==> src/rtl/cpu_run_ctrl.sv <==
// Load/run/dump sequencer for the pipelined MIPS core: streams a program into instruction RAM,
// runs it until the halt word has drained, then dumps the register file. Optional watchdog: RUN_WATCHDOG_EN.
module cpu_run_ctrl #(
    parameter int          ADDR_W       = 6,
    parameter int          DRAIN_CYCLES = 4,
    parameter logic [31:0] HALT_WORD    = 32'hFFFF_FFFF,
    parameter logic [31:0] MAX_CYCLES   = 32'd100000
) (
    input  logic              CLK,
    input  logic              RESET_N,
    input  logic              start,
    input  logic              load_valid,
    output logic              load_ready,
    input  logic [31:0]       load_data,
    input  logic              load_last,
    output logic              imem_we,
    output logic [ADDR_W-1:0] imem_addr,
    output logic [31:0]       imem_wdata,
    output logic              cpu_rst,
    output logic              cpu_run,
    input  logic [31:0]       if_instr,
    output logic [4:0]        rf_raddr,
    input  logic [31:0]       rf_rdata,
    output logic              dump_valid,
    input  logic              dump_ready,
    output logic [4:0]        dump_idx,
    output logic [31:0]       dump_data,
    output logic              busy,
    output logic              done,
    output logic              timeout,
    output logic [31:0]       cycle_count
);

    typedef enum logic [2:0] {
        S_IDLE,
        S_LOAD,
        S_RUN,
        S_DRAIN,
        S_DUMP,
        S_DONE
    } state_t;

    // DRAIN_CYCLES is assumed to be at least 1.
    localparam int            DW         = (DRAIN_CYCLES > 1) ? $clog2(DRAIN_CYCLES) : 1;
    localparam logic [DW-1:0] DRAIN_LAST = DW'(DRAIN_CYCLES - 1);

    state_t            state_reg,   state_next;
    logic [ADDR_W-1:0] ptr_reg,     ptr_next;
    logic [4:0]        idx_reg,     idx_next;
    logic [31:0]       cyc_reg,     cyc_next;
    logic [DW-1:0]     drain_reg,   drain_next;
    logic              timeout_reg, timeout_next;
    logic [31:0]       cyc_inc;
    logic              wd_hit;

    assign cyc_inc = (cyc_reg == 32'hFFFF_FFFF) ? cyc_reg : cyc_reg + 32'd1;

`ifdef RUN_WATCHDOG_EN
    // Fires on the cycle whose count reaches the limit, so DUMP sees exactly MAX_CYCLES.
    assign wd_hit = (cyc_inc >= MAX_CYCLES);
`else
    logic unused_max;
    assign unused_max = ^MAX_CYCLES;
    assign wd_hit     = 1'b0;
`endif

    always_ff @(posedge CLK or negedge RESET_N) begin
        if (!RESET_N) begin
            state_reg   <= S_IDLE;
            ptr_reg     <= '0;
            idx_reg     <= '0;
            cyc_reg     <= '0;
            drain_reg   <= '0;
            timeout_reg <= 1'b0;
        end else begin
            state_reg   <= state_next;
            ptr_reg     <= ptr_next;
            idx_reg     <= idx_next;
            cyc_reg     <= cyc_next;
            drain_reg   <= drain_next;
            timeout_reg <= timeout_next;
        end
    end

    always_comb begin
        state_next   = state_reg;
        ptr_next     = ptr_reg;
        idx_next     = idx_reg;
        cyc_next     = cyc_reg;
        drain_next   = drain_reg;
        timeout_next = timeout_reg;
        load_ready   = 1'b0;
        imem_we      = 1'b0;
        imem_wdata   = '0;
        cpu_rst      = 1'b0;
        cpu_run      = 1'b0;
        dump_valid   = 1'b0;
        dump_data    = '0;
        busy         = 1'b1;
        done         = 1'b0;

        case (state_reg)
            S_IDLE, S_DONE: begin
                busy    = 1'b0;
                done    = (state_reg == S_DONE);
                cpu_rst = (state_reg == S_IDLE);
                if (start) begin
                    state_next   = S_LOAD;
                    ptr_next     = '0;
                    idx_next     = '0;
                    cyc_next     = '0;
                    timeout_next = 1'b0;
                end
            end
            S_LOAD: begin
                cpu_rst    = 1'b1;
                load_ready = 1'b1;
                imem_we    = load_valid;
                imem_wdata = load_data;
                if (load_valid) begin
                    ptr_next = ptr_reg + ADDR_W'(1);
                    if (load_last || (ptr_reg == '1)) begin
                        state_next = S_RUN;
                    end
                end
            end
            S_RUN: begin
                cpu_run  = 1'b1;
                cyc_next = cyc_inc;
                if (wd_hit) begin
                    state_next   = S_DUMP;
                    timeout_next = 1'b1;
                end else if (if_instr == HALT_WORD) begin
                    state_next = S_DRAIN;
                    drain_next = '0;
                end
            end
            S_DRAIN: begin
                cpu_run  = 1'b1;
                cyc_next = cyc_inc;
                if (wd_hit) begin
                    state_next   = S_DUMP;
                    timeout_next = 1'b1;
                end else if (drain_reg == DRAIN_LAST) begin
                    state_next = S_DUMP;
                end else begin
                    drain_next = drain_reg + DW'(1);
                end
            end
            S_DUMP: begin
                dump_valid = 1'b1;
                dump_data  = rf_rdata;
                if (dump_ready) begin
                    idx_next = idx_reg + 5'd1;
                    if (idx_reg == 5'd31) begin
                        state_next = S_DONE;
                    end
                end
            end
            default: state_next = S_IDLE;
        endcase
    end

    assign imem_addr   = ptr_reg;
    assign rf_raddr    = idx_reg;
    assign dump_idx    = idx_reg;
    assign timeout     = timeout_reg;
    assign cycle_count = cyc_reg;

endmodule

==> config.mk <==
export PLATFORM = sky130hd
export DESIGN_NAME = cpu_run_ctrl
export DESIGN_NICKNAME = d
export VERILOG_FILES = /design/src/rtl/cpu_run_ctrl.sv
export SDC_FILE = /design/constraint.sdc
export NUM_CORES = 1
export LEC_CHECK = 0
export BUFFER_PORTS_ARGS = -buffer_cell sky130_fd_sc_hd__buf_2
export CORE_AREA = 10 10 97 99
export CTS_CLUSTER_DIAMETER = 150
export CTS_CLUSTER_SIZE = 16
export DETAILED_ROUTE_END_ITERATION = 8
export DIE_AREA = 0 0 107 109
export PLACE_DENSITY = 0.86
export SYNTH_ARGS = -nofsm -noshare
export SYNTH_HDL_FRONTEND = slang
export SYNTH_SLANG_ARGS = --single-unit
export TNS_END_PERCENT = 100
==> constraint.sdc <==
create_clock -name CLK -period 3.9 [get_ports CLK]
set_input_delay 0.195 -clock CLK [delete_from_list [all_inputs] [get_ports CLK]]
set_output_delay 0.195 -clock CLK [all_outputs]
set_load 0.02 [all_outputs]
==> results of run 1 <==
-- cells in the mapped netlist (4+ instances only) --
cell type	n
a211o_1	6
nor3_1	12
a221o_1	10
mux2i_1	5
o21ai_0	10
and3_1	12
buf_4	6
ha_1	5
and4_1	10
o311ai_0	5
a211oi_1	4
a31oi_1	4
clkbuf_1	17
nor4_1	7
dfrtp_1	48
o211ai_1	5
a21oi_1	12
inv_1	12
nand3_1	18
nand2_1	27
and2_1	68
nor2_1	24
nand4_1	19
-- report_power, final --
group	switching, mW	internal, mW	total [mW]
registers	0.123	0.567	0.690
clock network	0.180	0.190	0.370
logic	0.850	0.433	1.28
-- stage by stage --
step	setup slack (ns)	hold WS [ns]	instance area, um2	power, mW
after floorplan	1.667	-0.1006	3452	1.539
after global placement	1.542	0.4450	4562	1.944
after detailed placement	1.391	0.4487	4562	1.978
after CTS	1.233	0.1210	4673	2.353
after global routing	1.027	0.1463	4673	2.514
final	1.216	0.07768	4673	2.343
-- how the worst min path moves through the flow --
stage,end,slack (ns)
after floorplan,cycle_count[0],-0.10
after global placement,cycle_count[7],0.45
after detailed placement,cycle_count[0],0.45
after CTS,cycle_count[27],0.12
after global routing,cycle_count[4],0.15
final,cycle_count[0],0.08
-- cell families after synthesis --
kind of cell | count (synthesis)
AND/OR/NAND/NOR | 220
buffers and inverters | 40
flip-flops | 48
XOR/XNOR | 6
other | 1
multiplexers | 7
AO/OA/AOI/OAI | 74
adder cells (fa/ha/maj) | 5
-- critical path: stages (launching register included) --
cell     delay [ns]
dfrtp_1        0.64
or3b_2         0.52
inv_1          0.55
and2_1         0.27
buf_2          0.20
-- cell type report --
cell class	count	area, um2
clock buffer	5	68.82
clock inverter	3	42.54
fill	681	2854
inverter	12	45.04
multi-input combinational	313	2064
sequential	48	1201
tap	102	127.6
timing repair buffer	223	1124
-- layer usage --
| layer | global-route usage | share of wire | up-vias |
|---|---|---|---|
| met5 | 0 | 0 | - |
| met2 | 0.3973 | 0.52 | 207 |
| met4 | 0.04449 | 0.011 | 0 |
| met3 | 0.1103 | 0.12 | 16 |
| li1 | - | - | 1877 |
| met1 | 0.2341 | 0.34 | 1910 |
==> results.md, run 1 <==
* Status: complete, no violations
* Largest family of logic cells by synthesized area: simple AND/OR/NAND/NOR gates
* EDFF count, synth at 0
* Ys flop type: dfrtp_1
* Clk buf depth at 2
* Simple-gate portion of the synthesized area at 0.3817
* Worst slew pin tran at 1.092 ns
* Cts bufs inserted at 5
* VDD IR-drop max at 0.2888 mV
* Antenna Violating Nets Remaining at 0
* Initial antenna violation count at 0
* Placed cells at 698
* Die Footprint at 0.01166 mm2
* Setup Fix Bufs, Post-CTS at 0
* Number of nets in the layout at 710
* Path depth of the worst reg2reg path at 4
* Clk sink count at 48
* Internal reg-to-reg setup slack at 1.26 ns
* Syn Inst Count at 401
* Async SR Flop Fraction at 1.000
* Total Routing Usage GR at 0.2230
* Routed len/inst at 19.34 um
* Post-synthesis xor/xnor area fraction at 0.01522
* Tcrit/Tclk final at 0.6883
* Initial core utilization at 0.4586
* Unrepaired setup endpoints after global routing: no
* Drc violations at 0
* Buffers on Ports at 220
* Clock skew at 0.008584 ns
* IO Pins at 222
* Final Util at 0.6208
* Max-slew violations at 0
* Commonest non-fill, non-tap cells in the layout: buf_2, and2_1, dfrtp_1, nand2_1, nor2_1
* Synthesized area at 0.003452 mm2
* Cts repair resizes at 0
* RR Endpoint: cycle_count[14]
* Root Driver: clkbuf_8
* First drt pass iteration count at 5
* Arrival time at the worst endpoint at 2.49 ns
* Max reg flops at 32
* Core box area at 0.007527 mm2
* Setup crit end kind: primary output
* Leakage Power at 2.583 nW
* Clock latency on the worst-skew pair at 0.31 ns
* GPL Wtd Cong at 0.9066
* Setup TNS at 0 ns
* Non-filler cells, final at 706
* Crit path launch type: register
* HP Class: primary input to async pin
* Fin crit period at 2.684 ns
* Power Dens Cells at 501.4 mW/mm2
* Post-cts hold buffer count at 0
* Max-Cap Viols at 0
* H-tree depth at 2
* Most common cell after layout, fill and taps aside: buf_2
* Sequential area share after synthesis at 0.3480
* Synth top area cells: dfrtp_1, and2_1, nand4_1
* FF+latch count, synth at 48
* Largest net degree at the start of global routing at 49
* Routed via count at 4010
* Area growth syn-to-layout at 35.38%
* Synth cell types at 63
* Final Hold Viols at 0
* First-pass GRT wire length at 20.98 mm
* Core Rows at 32
* Layout cells sized above 1 at 0.4123
* Multiplexer share of the synthesized area at 0.02102
* Syn_nets at 508
* Critical path type: register to primary output
* CP startpoint: state_reg[0]
* Routed WL at 13.66 mm
* Top cell type's share of synthesized area at 0.3480
* DIE HEIGHT at 109 um
* Via density at 5.680
* Post-DP HPWL at 10.95 mm
* Compound-Gate Fraction of Synth Area at 0.1595
* Synthesized area per cell at 8.609 um2
* Die Wd at 107 um
* First DRT Iteration DRCs at 184
* Final Setup Violations at 0
* N_diodes at 0
* Number of global-route vias before repair at 4056
* Yosys top cell by area: dfrtp_1
* CTS tree: yes
* FMAX at 372.5 MHz
* GRT overflow at 0
* Critical path data required time at 3.70 ns
* Post-Synth Adder-Cell Area at 0.01812
* Worst-path maximum fanout at 35
* CP Capture Point: imem_we
* Worst reg2reg startpoint: state_reg[1]
* Slew HR at 0.2717
* Clock-pin slew on the worst setup and hold paths at 0.09 ns
* Total number of yosys warnings at 0
(Power assumes the default switching activity.)
==> inputs of run 2 (changes only) <==
- CORE_AREA: 10 10 97 99 -> 10 10 101 103
- DIE_AREA: 0 0 107 109 -> 0 0 111 113
- PLACE_DENSITY: 0.86 -> 0.8
- clock period: 3.9 -> 2.7 ns (I/O delays scaled with it)
==> run 2 against run 1 <==
Clock power is 24% higher. Sequential cell count is the same. Clock-buffer cell count increased by 1. First-iteration DRC count fell by 6.0%. Setup slack worse by 0.90 ns. Cell count up 1.7%. Critical path type unchanged. Critical endpoint unchanged. Largest cell class unchanged. Largest power group unchanged. Highest routed layer unchanged.
==> results.md, run 2 (same netlist as run 1, synthesis figures left out) <==
* H-tree depth at 2 (unchanged)
* Final Setup Violations at 0 (unchanged)
* Path depth of the worst reg2reg path at 5 (+1)
* Worst slew pin tran at 1.093 ns (+0.0009839 ns)
* Slew HR at 0.2710 (-0.0006560)
* Clock-pin slew on the worst setup and hold paths at 0.09 ns (about the same)
* Die Footprint at 0.01254 mm2 (+7.5%)
* Crit path launch type: register
* CP delay by family, top: simple AND/OR/NAND/NOR gates
* Critical path data required time at 2.57 ns (-1.13 ns)
* GRT overflow at 0 (unchanged)
* Clock latency on the worst-skew pair at 0.30 ns (about the same)
* Critical path type: register to primary output
* Largest net degree at the start of global routing at 49 (unchanged)
* Core Rows at 33 (+3.1%)
* IO Pins at 222 (unchanged)
* Cts bufs inserted at 5 (unchanged)
* Via density at 5.533 (-2.6%)
* Number of nets in the layout at 716 (+0.85%)
* Worst Path Buf+Inv at 3 (+1)
* Clk buf depth at 2 (unchanged)
* Fill cells at 741 (+8.8%)
* Max-slew violations at 0 (unchanged)
* First DRT Iteration DRCs at 173 (-6.0%)
* Commonest non-fill, non-tap cells in the layout: buf_2, and2_1, dfrtp_1, nand2_1, nor2_1
* Power Dens Cells at 715.5 mW/mm2 (+43%)
* Tcrit/Tclk final at 0.8823
* Core box area at 0.008134 mm2 (+8.1%)
* Final Hold Viols at 0 (unchanged)
* Status: complete, no violations
* Final instance area at 0.004716 mm2 (+0.91%)
* Initial core utilization at 0.4244 (-0.03421)
* Internal reg-to-reg setup slack at 0.40 ns (-0.86 ns)
* Crit path cell chain: or3b_2, inv_1, buf_4, and2_1, buf_2
* Clk sink count at 48 (unchanged)
* Fin crit period at 2.382 ns
* CTS tree: yes
* Total power at 3.374 mW (+44%)
* CP max-delay cell: dfrtp_1
* Unrepaired setup endpoints after global routing: no
* Area after DPL at 0.004611 mm2 (+1.1%)
* Number of global-route vias before repair at 4134 (+1.9%)
* FMAX at 419.8 MHz
* Area growth syn-to-layout at 36.61%
* Worst path max stage delay at 0.60 ns (-0.04 ns)
* Arrival time at the worst endpoint at 2.25 ns (-0.24 ns)
* Post-DP HPWL at 11.09 mm (+1.3%)
* Worst reg2reg startpoint: cycle_count[10]
* Max-Cap Viols at 0 (unchanged)
* Setup TNS at 0 ns (unchanged)
* Routed WL at 13.65 mm (about the same)
* RR Endpoint: cycle_count[17]
* VDD IR-drop max at 0.5223 mV (+81%)
* Most common cell after layout, fill and taps aside: buf_2
* Leakage Power at 2.603 nW (+0.76%)
* Max reg flops at 32 (unchanged)
* Cts repair resizes at 0 (unchanged)
* DIE HEIGHT at 113 um (+3.7%)
* Root Driver: clkbuf_8
* Worst-path maximum fanout at 35 (unchanged)
* Drc violations at 0 (unchanged)
* Initial antenna violation count at 3 (+3)
* First-pass GRT wire length at 21.23 mm (+1.2%)
* Routed via count at 3973 (-0.92%)
* Setup crit end kind: primary output
* Place WS at 0.4300 ns (-0.9608 ns)
* Routed len/inst at 19.02 um (-1.7%)
* Setup Fix Bufs, Post-CTS at 0 (unchanged)
* Die Wd at 111 um (+3.7%)
* Clock skew at 0.008903 ns (+0.0003191 ns)
* Final WS setup at 0.3178 ns (-0.8978 ns)
* Antenna Violating Nets Remaining at 0 (unchanged)
* Total Routing Usage GR at 0.2009 (-0.02207)
* Buffers on Ports at 220 (unchanged)
* HP Class: primary input to async pin
* GPL Wtd Cong at 0.8596 (-5.2%)
* Post-cts hold buffer count at 0 (unchanged)
* First drt pass iteration count at 4 (-1)
* Layout cells sized above 1 at 0.4180 (+0.005781)
-- run 2: cell types whose count changed in the layout (fill, tap and decap cells not counted), sizes merged --
cell and delta:
clkinvlp +1, bufinv -1, clkbuf +1, diode +3
buf +6, clkinv -1
-- run 2: metal layers --
layer | share of wire | GRT usage
met1 | 0.35 | 0.2018
met2 | 0.52 | 0.3664
met3 | 0.12 | 0.09826
met4 | 0.010 | 0.04601
met5 | 0 | 0
-- run 2: layout make-up --
class,instances,area (um2),area share
multi-input combinational,313,2064,0.4378
sequential,48,1201,0.2547
timing repair buffer,229,1169,0.2478
tap,105,131.4,0.02786
clock buffer,6,82.58,0.01751
inverter,12,45.04,0.009552
clock inverter,2,15.01,0.003184
antenna,3,7.507,0.001592
-- run 2: worst max-delay path by stage --
| stage | startpoint | to | depth (start not counted) |
|---|---|---|---|
| after global routing | state_reg[1] | imem_we | 5 |
| after detailed placement | cycle_count[17] | cycle_count[19] | 5 |
| after global placement | cycle_count[17] | cycle_count[23] | 5 |
| final | state_reg[1] | imem_we | 5 |
| after CTS | state_reg[1] | imem_we | 5 |
| after floorplan | cycle_count[10] | cycle_count[26] | 6 |
-- run 2: worst reg2reg max path: stages, from the launching register on --
cell and delay, ns:
dfrtp_1 0.49, and4_4 0.32, nand4_4 0.16, or4_4 0.67, and2_4 0.25, a221o_1 0.31
-- run 2: stage by stage --
step / utilization / cells / hold WS, ns
final: 0.5798 / 718 / 0.03453
after global routing: 0.5798 / 718 / 0.1123
after CTS: 0.5788 / 715 / 0.06757
after detailed placement: 0.5668 / 707 / 0.4021
after global placement: 0.5668 / 707 / 0.3945
after floorplan: - / 401 / -0.1606
-- run 2: where the power goes --
group / internal (mW) / leakage (nW) / total, mW / switching, mW
combinational: 0.664 / 1.91 / 1.94 / 1.27
sequential: 0.819 / 0.653 / 0.978 / 0.159
clock: 0.208 / 0.0435 / 0.458 / 0.251
total: 1.69 / 2.60 / 3.37 / 1.68
==> inputs of run 3 (changes only) <==
- clock period: 2.7 -> 2.6 ns (I/O delays scaled with it)
==> run 3 against run 2 <==
Combinational power up 5%. Largest power group unchanged. Highest routed layer unchanged. Core utilization rose by 0.72 points. Die area stayed put. Design area up 1.2%. Register-to-register slack got worse by 0.10 ns. Global-route usage fell by 0.19 points. Critical endpoint is now cycle_count[13].
==> results.md, run 3 (same netlist as run 1, synthesis figures left out) <==
* Status: complete, no violations
* Buffers on Ports at 220 (unchanged)
* Critical path data required time at 2.79 ns (+0.22 ns)
* Initial core utilization at 0.4244 (unchanged)
* Cts bufs inserted at 5 (unchanged)
* H-tree depth at 2 (unchanged)
* GRT overflow at 0 (unchanged)
* Arrival time at the worst endpoint at 2.49 ns (+0.24 ns)
* Placed cells at 712 (+0.71%)
* Worst slew pin tran at 0.8777 ns (-0.2158 ns)
* Largest net degree at the start of global routing at 38 (-22%)
* Routed len/inst at 18.82 um (-1.1%)
* Area growth syn-to-layout at 38.31%
* Crit path cell chain: and4_4, nand4_4, or4_4, and2_4, a221o_1
* First-pass GRT wire length at 20.88 mm (-1.7%)
* Path depth of the worst reg2reg path at 5 (unchanged)
* Fin crit period at 2.304 ns
* Number of nets in the layout at 722 (+0.84%)
* Core box area at 0.008134 mm2 (unchanged)
* Power Dens Cells at 751.8 mW/mm2 (+5.1%)
* Tcrit/Tclk final at 0.8860
* Antenna Violating Nets Remaining at 0 (unchanged)
* Final Setup Violations at 0 (unchanged)
* Clock latency on the worst-skew pair at 0.31 ns (about the same)
* DIE HEIGHT at 113 um (unchanged)
* Worst reg2reg startpoint: cycle_count[10]
* Total Routing Usage GR at 0.1990 (-0.001927)
* CP startpoint: cycle_count[10]
* Root Driver: clkbuf_8
* Final Util at 0.5870 (+0.007230)
* Die Wd at 111 um (unchanged)
* Max-slew violations at 0 (unchanged)
* Post-DP HPWL at 11.16 mm (+0.56%)
* Net Sw Power at 1.745 mW (+3.7%)
* IO Pins at 222 (unchanged)
* CP Capture Point: cycle_count[13]
* Power share of the clock group at 0.153 (+0.017)
* Sequential share of power at 0.277 (-0.013)
* Int Power at 1.844 mW (+9.1%)
* Non-filler cells, final at 723 (+0.70%)
* Initial antenna violation count at 2 (-1)
* Clock skew at 0.009615 ns (+0.0007121 ns)
* Setup crit end kind: register
* Routed WL at 13.60 mm (-0.37%)
* Max reg flops at 32 (unchanged)
* Sw frac at 0.4861 (-0.01257)
* FMAX at 434.1 MHz
* Worst-path maximum fanout at 13 (-63%)
* First DRT Iteration DRCs at 222 (+28%)
* Drc violations at 0 (unchanged)
* Place WS at 0.3324 ns (-0.09762 ns)
* Worst path max stage delay at 0.67 ns (+0.07 ns)
* Core Rows at 33 (unchanged)
* Critical path type: register to register
* Clk sink count at 48 (unchanged)
* Multi-input gate area at 0.002064 mm2 (unchanged)
* Sequential Area at 0.001201 mm2 (unchanged)
* Final instance area at 0.004775 mm2 (+1.2%)
* Setup TNS at 0 ns (unchanged)
* Final Hold Viols at 0 (unchanged)
* Routed via count at 3911 (-1.6%)
* First drt pass iteration count at 5 (+1)
* Clk buf depth at 2 (unchanged)
* HP Class: primary input to register
* Crit path launch type: register
* Final WS setup at 0.2965 ns (-0.02132 ns)
* Clock-pin slew on the worst setup and hold paths at 0.10 ns (about the same)
* CTS tree: yes
* Internal reg-to-reg setup slack at 0.30 ns (-0.10 ns)
* Die Footprint at 0.01254 mm2 (unchanged)
* Commonest non-fill, non-tap cells in the layout: buf_2, and2_1, dfrtp_1, nand2_1, nor2_1
* GPL Wtd Cong at 0.8711 (+1.3%)
* Area after DPL at 0.004648 mm2 (+0.81%)
* Unrepaired setup endpoints after global routing: no
* Slew HR at 0.4149 (+0.1438)
* Layout cells sized above 1 at 0.4221 (+0.004045)
* Most common cell after layout, fill and taps aside: buf_2
* Final hold slack at 0.3070 ns (+0.2725 ns)
* VDD IR-drop max at 0.4768 mV (-8.7%)
* RR Endpoint: cycle_count[13]
* Total power at 3.589 mW (+6.4%)
* Number of global-route vias before repair at 4062 (-1.7%)
* Via density at 5.409 (-2.2%)
* Logic pwr share at 0.569 (-0.005)
* Max-Cap Viols at 0 (unchanged)
* CP max-delay cell: or4_4
* Leakage Power at 2.643 nW (+1.5%)
* Fill cells at 750 (+1.2%)
run 3: critical path: cells and delay by family, from the launching register on:
kind,cells,cell delay (ns)
AO/OA/AOI/OAI,1,0.31
AND/OR/NAND/NOR,4,1.39
flip-flops,1,0.48
run 3: cell type report:
type / count / area share
diodes: 2 / 0.001048
clock buffers: 5 / 0.01441
clock inverters: 3 / 0.008910
inverters: 12 / 0.009434
multi-input cells: 313 / 0.4324
flip-flops and latches: 48 / 0.2516
well taps: 105 / 0.02752
repair buffers: 235 / 0.2547
run 3: worst min-delay path by stage:
stage / start / end / slack (ns) / cells past startpoint
4_1_cts: dump_ready / state_reg[2] / 0.31 / 4
6_report: dump_ready / state_reg[2] / 0.31 / 4
3_3_place_gp: RESET_N / cycle_count[16] / 0.28 / 1
3_5_place_dp: RESET_N / cycle_count[9] / 0.29 / 1
2_1_floorplan: RESET_N / cycle_count[0] / -0.17 / 0
5_1_grt: dump_ready / state_reg[2] / 0.33 / 4
run 3: repair_timing:
| action | 4_1_cts | 5_1_grt |
|---|---|---|
| buffers inserted | 0 | 0 |
| endpoints found under the hold margin | 35 | 0 |
| hold buffers | 1 | 0 |
| resized for setup | 0 | 0 |
run 3: layer usage:
| layer | GRT usage | up-vias | share of wire |
|---|---|---|---|
| met1 | 0.2020 | 1847 | 0.35 |
| li1 | - | 1905 | - |
| met2 | 0.3640 | 152 | 0.53 |
| met4 | 0.04080 | 0 | 0.0057 |
| met3 | 0.09509 | 7 | 0.11 |
| met5 | 0 | - | 0 |
run 3: power by group through the flow:
stage,logic [mW],clock network (mW),registers (mW)
final,2.04,0.551,0.995
after global routing,2.24,0.596,1.02
after CTS,2.06,0.553,0.992
after detailed placement,2.05,0,1.01
after global placement,2.01,0,0.991
after floorplan,1.26,0,1.05
